`src/rtl/sntc_ldpc_ctrl_pkg.sv`:
```
// sntc_ldpc_ctrl_pkg: controller state encoding and a width-bounded popcount helper
package sntc_ldpc_ctrl_pkg;
    typedef enum logic [1:0] {IDLE, CHECK, FLIP, DONE} state_t;
    localparam int POP_MAX = 1024;
    function automatic int unsigned popcount(input logic [POP_MAX-1:0] v, input int unsigned width);
        int unsigned c;
        c = 0;
        for (int i = 0; i < POP_MAX; i++) c += (i < int'(width)) ? 32'(v[i]) : 32'd0;
        return c;
    endfunction
endpackage

```
`src/rtl/sntc_ldpc_syn_weight.sv`:
```
// sntc_ldpc_syn_weight: combinational syndrome weight (popcount of MM bits)
module sntc_ldpc_syn_weight
    import sntc_ldpc_ctrl_pkg::*;
#(
    parameter int MM     = 'h000a8,
    parameter int SUM_MM = $clog2(MM + 1)
) (
    input  logic [MM-1:0]     vec,
    output logic [SUM_MM-1:0] wt
);
    assign wt = SUM_MM'(popcount(POP_MAX'(vec), MM));
endmodule

```
`src/rtl/sntc_ldpc_decode_ctrl.sv`:
```
// sntc_ldpc_decode_ctrl: LDPC check/flip sequencer; stats counters enabled by SNTC_LDPC_CTRL_STATS_EN
module sntc_ldpc_decode_ctrl
    import sntc_ldpc_ctrl_pkg::*;
#(
    parameter int MM      = 'h000a8,
    parameter int NN      = 'h000d0,
    parameter int ITER_W  = 6,
    parameter int SYN_LAT = 0,
    parameter int SUM_MM  = $clog2(MM + 1),
    parameter int CNT_W   = 16
) (
    input  logic              clk,
    input  logic              rst,
    input  logic              clr,
    input  logic              in_valid,
    output logic              in_ready,
    input  logic [NN-1:0]     in_cword,
    input  logic [ITER_W-1:0] max_iter,
    output logic [NN-1:0]     syn_y,
    input  logic [MM-1:0]     syn_vec,
    input  logic              syn_valid_cword,
    output logic              eng_start,
    output logic [NN-1:0]     eng_cword,
    input  logic              eng_done,
    input  logic [NN-1:0]     eng_result,
    output logic              out_valid,
    input  logic              out_ready,
    output logic [NN-1:0]     out_cword,
    output logic              out_ok,
    output logic [ITER_W-1:0] out_iters,
    output logic [SUM_MM-1:0] out_syn_wt,
    output logic [CNT_W-1:0]  stat_ok,
    output logic [CNT_W-1:0]  stat_fail
);
    localparam int DW_W = $clog2(SYN_LAT + 2);

    state_t              state, state_nx;
    logic [NN-1:0]       y_reg;
    logic [ITER_W-1:0]   lim, iter;
    logic [DW_W-1:0]     dwell;
    logic [SUM_MM-1:0]   syn_wt;
    logic                decide, accept, reload, release_w;

    sntc_ldpc_syn_weight #(.MM(MM), .SUM_MM(SUM_MM)) u_wt (.vec(syn_vec), .wt(syn_wt));

    assign in_ready  = state == IDLE;
    assign out_valid = state == DONE;
    assign syn_y     = y_reg;
    assign eng_cword = y_reg;
    assign out_cword = y_reg;
    assign decide    = state == CHECK && dwell == DW_W'(SYN_LAT);
    assign accept    = in_ready && in_valid && !clr;
    assign reload    = state == FLIP && eng_done && !clr;
    assign release_w = out_valid && out_ready && !clr;

    always_comb begin
        state_nx  = state;
        eng_start = 1'b0;
        case (state)
            IDLE:  state_nx = in_valid ? CHECK : IDLE;
            CHECK: if (decide) begin
                state_nx  = (syn_valid_cword || iter == lim) ? DONE : FLIP;
                eng_start = !syn_valid_cword && iter != lim;
            end
            FLIP:  state_nx = eng_done ? CHECK : FLIP;
            DONE:  state_nx = out_ready ? IDLE : DONE;
            default: state_nx = IDLE;
        endcase
        if (clr || rst) begin
            state_nx  = IDLE;
            eng_start = 1'b0;
        end
    end

    always_ff @(posedge clk) begin
        if (rst) begin
            state      <= IDLE;
            y_reg      <= '0;
            lim        <= '0;
            iter       <= '0;
            dwell      <= '0;
            out_ok     <= 1'b0;
            out_iters  <= '0;
            out_syn_wt <= '0;
        end else begin
            state <= state_nx;
            if (state == CHECK && !decide) dwell <= dwell + DW_W'(1);
            if (accept) begin
                y_reg <= in_cword;
                lim   <= max_iter;
                iter  <= '0;
                dwell <= '0;
            end
            if (decide && !clr) begin
                out_ok     <= syn_valid_cword;
                out_iters  <= iter;
                out_syn_wt <= syn_wt;
            end
            if (reload) begin
                y_reg <= eng_result;
                iter  <= iter + ITER_W'(1);
                dwell <= '0;
            end
        end
    end

`ifdef SNTC_LDPC_CTRL_STATS_EN
    logic [CNT_W-1:0] ok_cnt, fail_cnt;
    always_ff @(posedge clk) begin
        if (rst) begin
            ok_cnt   <= '0;
            fail_cnt <= '0;
        end else if (release_w) begin
            if (out_ok && !(&ok_cnt)) ok_cnt <= ok_cnt + CNT_W'(1);
            if (!out_ok && !(&fail_cnt)) fail_cnt <= fail_cnt + CNT_W'(1);
        end
    end
    assign stat_ok   = ok_cnt;
    assign stat_fail = fail_cnt;
`else
    assign stat_ok   = '0;
    assign stat_fail = '0;
`endif
endmodule
```
`config.mk`:
```
export PLATFORM = sky130hd
export DESIGN_NAME = sntc_ldpc_decode_ctrl
export DESIGN_NICKNAME = d
export VERILOG_FILES = /design/src/rtl/sntc_ldpc_ctrl_pkg.sv /design/src/rtl/sntc_ldpc_syn_weight.sv /design/src/rtl/sntc_ldpc_decode_ctrl.sv
export SDC_FILE = /design/constraint.sdc
export NUM_CORES = 1
export LEC_CHECK = 0
export ABC_AREA = 1
export CAP_MARGIN = 15
export CORE_AREA = 3 3 488 490
export CTS_BUF_LIST = sky130_fd_sc_hd__clkbuf_8 sky130_fd_sc_hd__clkbuf_16
export DETAILED_ROUTE_END_ITERATION = 12
export DIE_AREA = 0 0 491 493
export PLACE_DENSITY = 0.34
export SYNTH_ARGS = -nofsm -noshare
export SYNTH_HDL_FRONTEND = slang
export SYNTH_SLANG_ARGS = --single-unit
export TNS_END_PERCENT = 20
```
`constraint.sdc`:
```
create_clock -name clk -period 10.2 [get_ports clk]
set_input_delay 1.53 -clock clk [delete_from_list [all_inputs] [get_ports clk]]
set_output_delay 1.53 -clock clk [all_outputs]
set_load 0.03 [all_outputs]
```
Word level (Yosys, flattened, before mapping). Cells that the tools add are included.

Equal/unequal tests: 6. Add/subtract/negate cells: 169. Reductions and logical operators: 17. Muxes and demuxes: 13. Bitwise gates (word level): 1.

Operator list (count): adder 8 x 1 -> 8 bit (166); 2-to-1 mux 208 bit (2); 2-to-1 mux 6 bit (2); logical AND 1 bit (8); case mux 2 bit (4 select lines) (1); adder 6 x 1 -> 6 bit (second input constant) (1); == test 6 bit (1); 2-to-1 mux 2 bit (3); inequality test 6 bit (1); 2-to-1 mux 1 bit (5); == test 2 bit (second input constant) (2); zero test 1 bit (3); OR reduction 3 bit (1); adder 1 x 1 -> 2 bit (1); == test 2 x 1 -> 1 bit (second input constant) (1); zero test 2 bit (1); logical OR 1 bit (2); inequality test 2 bit (second input constant) (1); nonzero test 2 bit (1); OR reduction 2 bit (1); adder 1 bit (second input constant) (1); NOT 1 bit (1).

Input port bits: 597. Logic and storage cells: 214. Output and inout port bits: 674. Flip-flop bits (word level): 238.

Logic depth before layout (Yosys ltp).
Word-level depth: 167. Gate-level depth with buffers: 29. Depth with buffers taken out: 29.

By module. A second synthesis with hierarchy kept.

Cell total of the unflattened synthesis: 2260. Area, all modules: 17803.3 um^2.

By module, submodules not included: sntc_ldpc_decode_ctrl (area an instance 13294.0 um^2, cells an instance 1795, instances 1, sequential area each 4764.6 um^2); sntc_ldpc_syn_weight (area an instance 4509.3 um^2, cells an instance 465, instances 1, sequential area each 0.0 um^2).

Least setup slack after synthesis. No wires, ideal clock.

Kind: input to register. From: input syn_vec[0]. To: register out_syn_wt[6]. Slack: 2.051 ns. Arrival: 8.033 ns. Data required time: 10.085 ns. Library setup time: 0.115 ns. Stages: 20. Path through: ha_1 > inv_1 > fa_1 > fa_1 > fa_1 > fa_1 > fa_1 > fa_1 > fa_1 > fa_1 > fa_1 > fa_1 > fa_1 > fa_1 > o21ai_0 > nand2_1 > nand2_1 > nor2_1 > o21ai_0 > inv_1.

Longest elaborated chain between the ends: 167.

Ends and longest elaborated chain: start, declared (RTL line sntc_ldpc_decode_ctrl.sv:20) `input logic [MM-1:0] syn_vec,`; adder 1 x 1 -> 2 bit (RTL line sntc_ldpc_ctrl_pkg.sv:8) `for (int i = 0; i < POP_MAX; i++) c += (i < int'(width)) ? 32'(v[i]) : 32'd0;`; adder 8 x 1 -> 8 bit (166 in a row) (RTL line sntc_ldpc_ctrl_pkg.sv:8); end signal, assigned (RTL line sntc_ldpc_decode_ctrl.sv:97) `out_syn_wt <= syn_wt;`; end, declared (RTL line sntc_ldpc_decode_ctrl.sv:31) `output logic [SUM_MM-1:0] out_syn_wt,`.

No other way between the ends. A chain may end at the register's enable or synchronous reset.

Worst setup path after layout.
From: input syn_vec[48]. To: register out_syn_wt[6].

Longest elaborated chain between the ends: 120.

Ends and longest elaborated chain (RTL line): adder 8 x 1 -> 8 bit (120 in a row) (sntc_ldpc_ctrl_pkg.sv:8).

No other way between the ends.

==> results.yml <==
timing:
  min_period_over_period_pct: 82.7
  fin_setup_tns_ps: 0
  hold_violations: 0
  drv_slew: 0
  skew_ps: 34.7
  slew_headroom_pct: 32.7
  setup_violations: 0
  worst_slew_pin_slew_ps: 1010
  fin_crit_ps: 8430
  max_freq_ghz: 0.119
  rsz0062_at_grt: "no"
  setup_slack_ps: 1770
die:
  initial_core_util_pct: 7.73
  rows: 178
  die_w_um: 491
  io_pins: 1271
  core_mm2: 0.235
  die_y_um: 493
  die_area_mm2: 0.242
critical_path:
  cp_data_required_time_ps: 10700
  crit_path_end: "out_syn_wt[6]"
  crit_start: "syn_vec[48]"
  crit_path_frequent_cell: "fa_1"
  start_kind: "input port"
  reg2regPathDepth: 9
  path_cells: "clkdlybuf4s50_1 > inv_1 > fa_1 > inv_1 > fa_1 > inv_1 > fa_1 > fa_1 > inv_1 > fa_1 > inv_1 > fa_1 > fa_1 > fa_1 > fa_1 > fa_1 > fa_1 > fa_1 > o21ai_0 > nand2_1 > nand2_1 > nor2_1 > o21ai_0 > inv_1"
  cp-end-kind: "register"
  r2r_start: "state[1]"
  path_class: "in -> reg"
  rrSetupSlack_ps: 6700
  timing.critical_path.fanout_max: 2
  slowest_delay_ps: 580
  cp.arrival_ps: 8930
  r2r-end: "eng_cword[168]"
  critical_path.slowest_cell: "fa_1"
cts:
  htree_levels: 2
  hold_buffers: 0
  clock_sinks: 238
  clk_pin_slew_ps: 70
  cts_setup_buffers: 0
  cts_buffers: 38
  cts_resized: 0
  root_buffer: "clkbuf_16"
  worstSkewPairLatency_ps: 590
  clock_path_buffers: 3
  tritoncts: "yes"
logic_synthesis:
  syn_area_per_cell_um2: 8.04
  syn_inst: 2254
  ys_warn_count: 0
  ys_seq_area_share_pct: 26.3
  synth_seq_cells: 238
  syn_area_mm2: 0.0181
  yosys.cell_types.count: 31
place:
  place_area_mm2: 0.0309
  place.port_buffers: 1238
  preCtsSetupSlack_ps: 1040
  place_congestion: 0.828
  hpwlAfterDp_um: 130000
  dp_cells: 6124
drt:
  drc_errors: 0
  routedWlPerCell_um: 24.5
  wirelength_um: 152000
  ant_nets: 0
  drtPass1Iterations: 5
  drtIter0Drc: 821
  vias_per_cell: 2.93
  routed-via-count: 18200
global_route:
  grt_start_max_net_pins: 121
  grt_pass1_wl_um: 193000
  grt_usage_pct: 11.9
  grt_overflow: 0
  antenna_found_initial: 38
  grt_pass1_vias: 19300
final_layout:
  layout_commonest_cell: "clkdlybuf4s50_1"
  area_growth_pct: 77.2
  nNetsFinal: 3792
  drive_gt1_share_pct: 4.31
  fillers: 26900
  postLayoutCellArea_mm2: 0.0321
  final_cell_mix: "clkdlybuf4s50_1, inv_1, nor2_1"
  fin_cells: 6199
power:
  p_leak_nw: 11.8
  vdd_drop_max_mv: 1.70
  powerDensity_mw_per_mm2: 387
job:
  maxCapViolations: 0
status:
  run_status: "finished clean"
hold_path:
  holdCritPathClass: "reg -> reg"
## registers in the layout (all words and copies together), names as in the netlist
signal,count
iter,6
eng_cword,208
dwell,1
lim,6
out_syn_wt,8
out_iters,6
state,2
out_ok,1
## critical path, delay by kind of cell
family / cells / cell delay, ps
fa+ha+maj: 12 / 5850
buf+inv: 7 / 830
compound gates: 2 / 500
simple gates: 3 / 210
## synthesized netlist by cell type
cell,count,area [um2]
a211oi_1,2,15.0
a21o_1,1,7.51
a21oi_1,98,490
a31oi_1,7,43.8
buf_1,10,37.5
buf_2,10,50.1
buf_4,449,3370
buf_6,6,67.6
clkbuf_1,90,338
clkinv_1,2,7.51
conb_1,1,3.75
dfxtp_1,238,4760
fa_1,155,3100
ha_1,26,325
inv_1,285,1070
inv_2,3,11.3
nand2_1,156,586
nand2_2,1,6.26
nand3_1,139,696
nand3b_1,2,15.0
nand4_1,1,6.26
nor2_1,269,1010
nor2_2,1,6.26
nor2_4,1,11.3
nor3_1,3,15.0
o211ai_1,1,7.51
o21ai_0,169,846
o31ai_1,75,563
o31ai_2,50,626
or2_2,1,6.26
xor2_1,2,17.5
## metrics by stage
step                hold WS, ps  total power [mW]  utilization (%)
floorplan                   427              9.49                -
global placement            449              11.5             13.2
detailed placement          454              11.5             13.2
CTS                         465              12.8             13.7
global route                478              14.0             13.7
finish                      460              12.4             13.7
## report_power, final
part           switching (mW)  internal, mW
clock network           0.560         0.770
logic                    5.69          4.24
registers               0.163         0.995
## metal layers
layer	track usage, %	routed length, um	vias to the layer above
met5	0	69	-
met4	2.58	2900	10
met3	3.94	12400	100
met2	21.3	75700	922
met1	13.7	60700	8924
li1	-	-	8197
## logic make-up after synthesis
| group | count (synthesis) | share of synthesized area, % |
|---|---|---|
| and+or+nand+nor | 574 | 13.0 |
| other | 1 | 0.0207 |
| xor gates and xnor gates | 2 | 0.0967 |
| adders and majority gates | 181 | 18.9 |
| buffers and inverters | 855 | 27.3 |
| DFF | 238 | 26.3 |
| AOI/OAI and AO/OA | 403 | 14.3 |
## final cells by class
| class | count | area (um2) | area share (%) |
|---|---|---|---|
| Multi-Input combinational cell | 1192 | 8550 | 26.6 |
| Timing Repair Buffer | 1254 | 12500 | 39.0 |
| Sequential cell | 238 | 4760 | 14.8 |
| Clock buffer | 47 | 1090 | 3.38 |
| Tap cell | 3150 | 3940 | 12.3 |
| Inverter | 290 | 1100 | 3.44 |
| Clock inverter | 17 | 109 | 0.339 |
| Antenna cell | 11 | 27.5 | 0.0857 |
## how the worst min path moves through the flow
stage / start / end / slack (ps) / cells after the start
final: dwell / state[1] / 460 / 1
after global routing: dwell / state[1] / 480 / 1
after detailed placement: dwell / state[1] / 450 / 1
after floorplan: dwell / state[1] / 430 / 1
after CTS: dwell / state[1] / 460 / 1
after global placement: dwell / state[1] / 450 / 1
No activity file was read; power rests on OpenSTA's default activity.
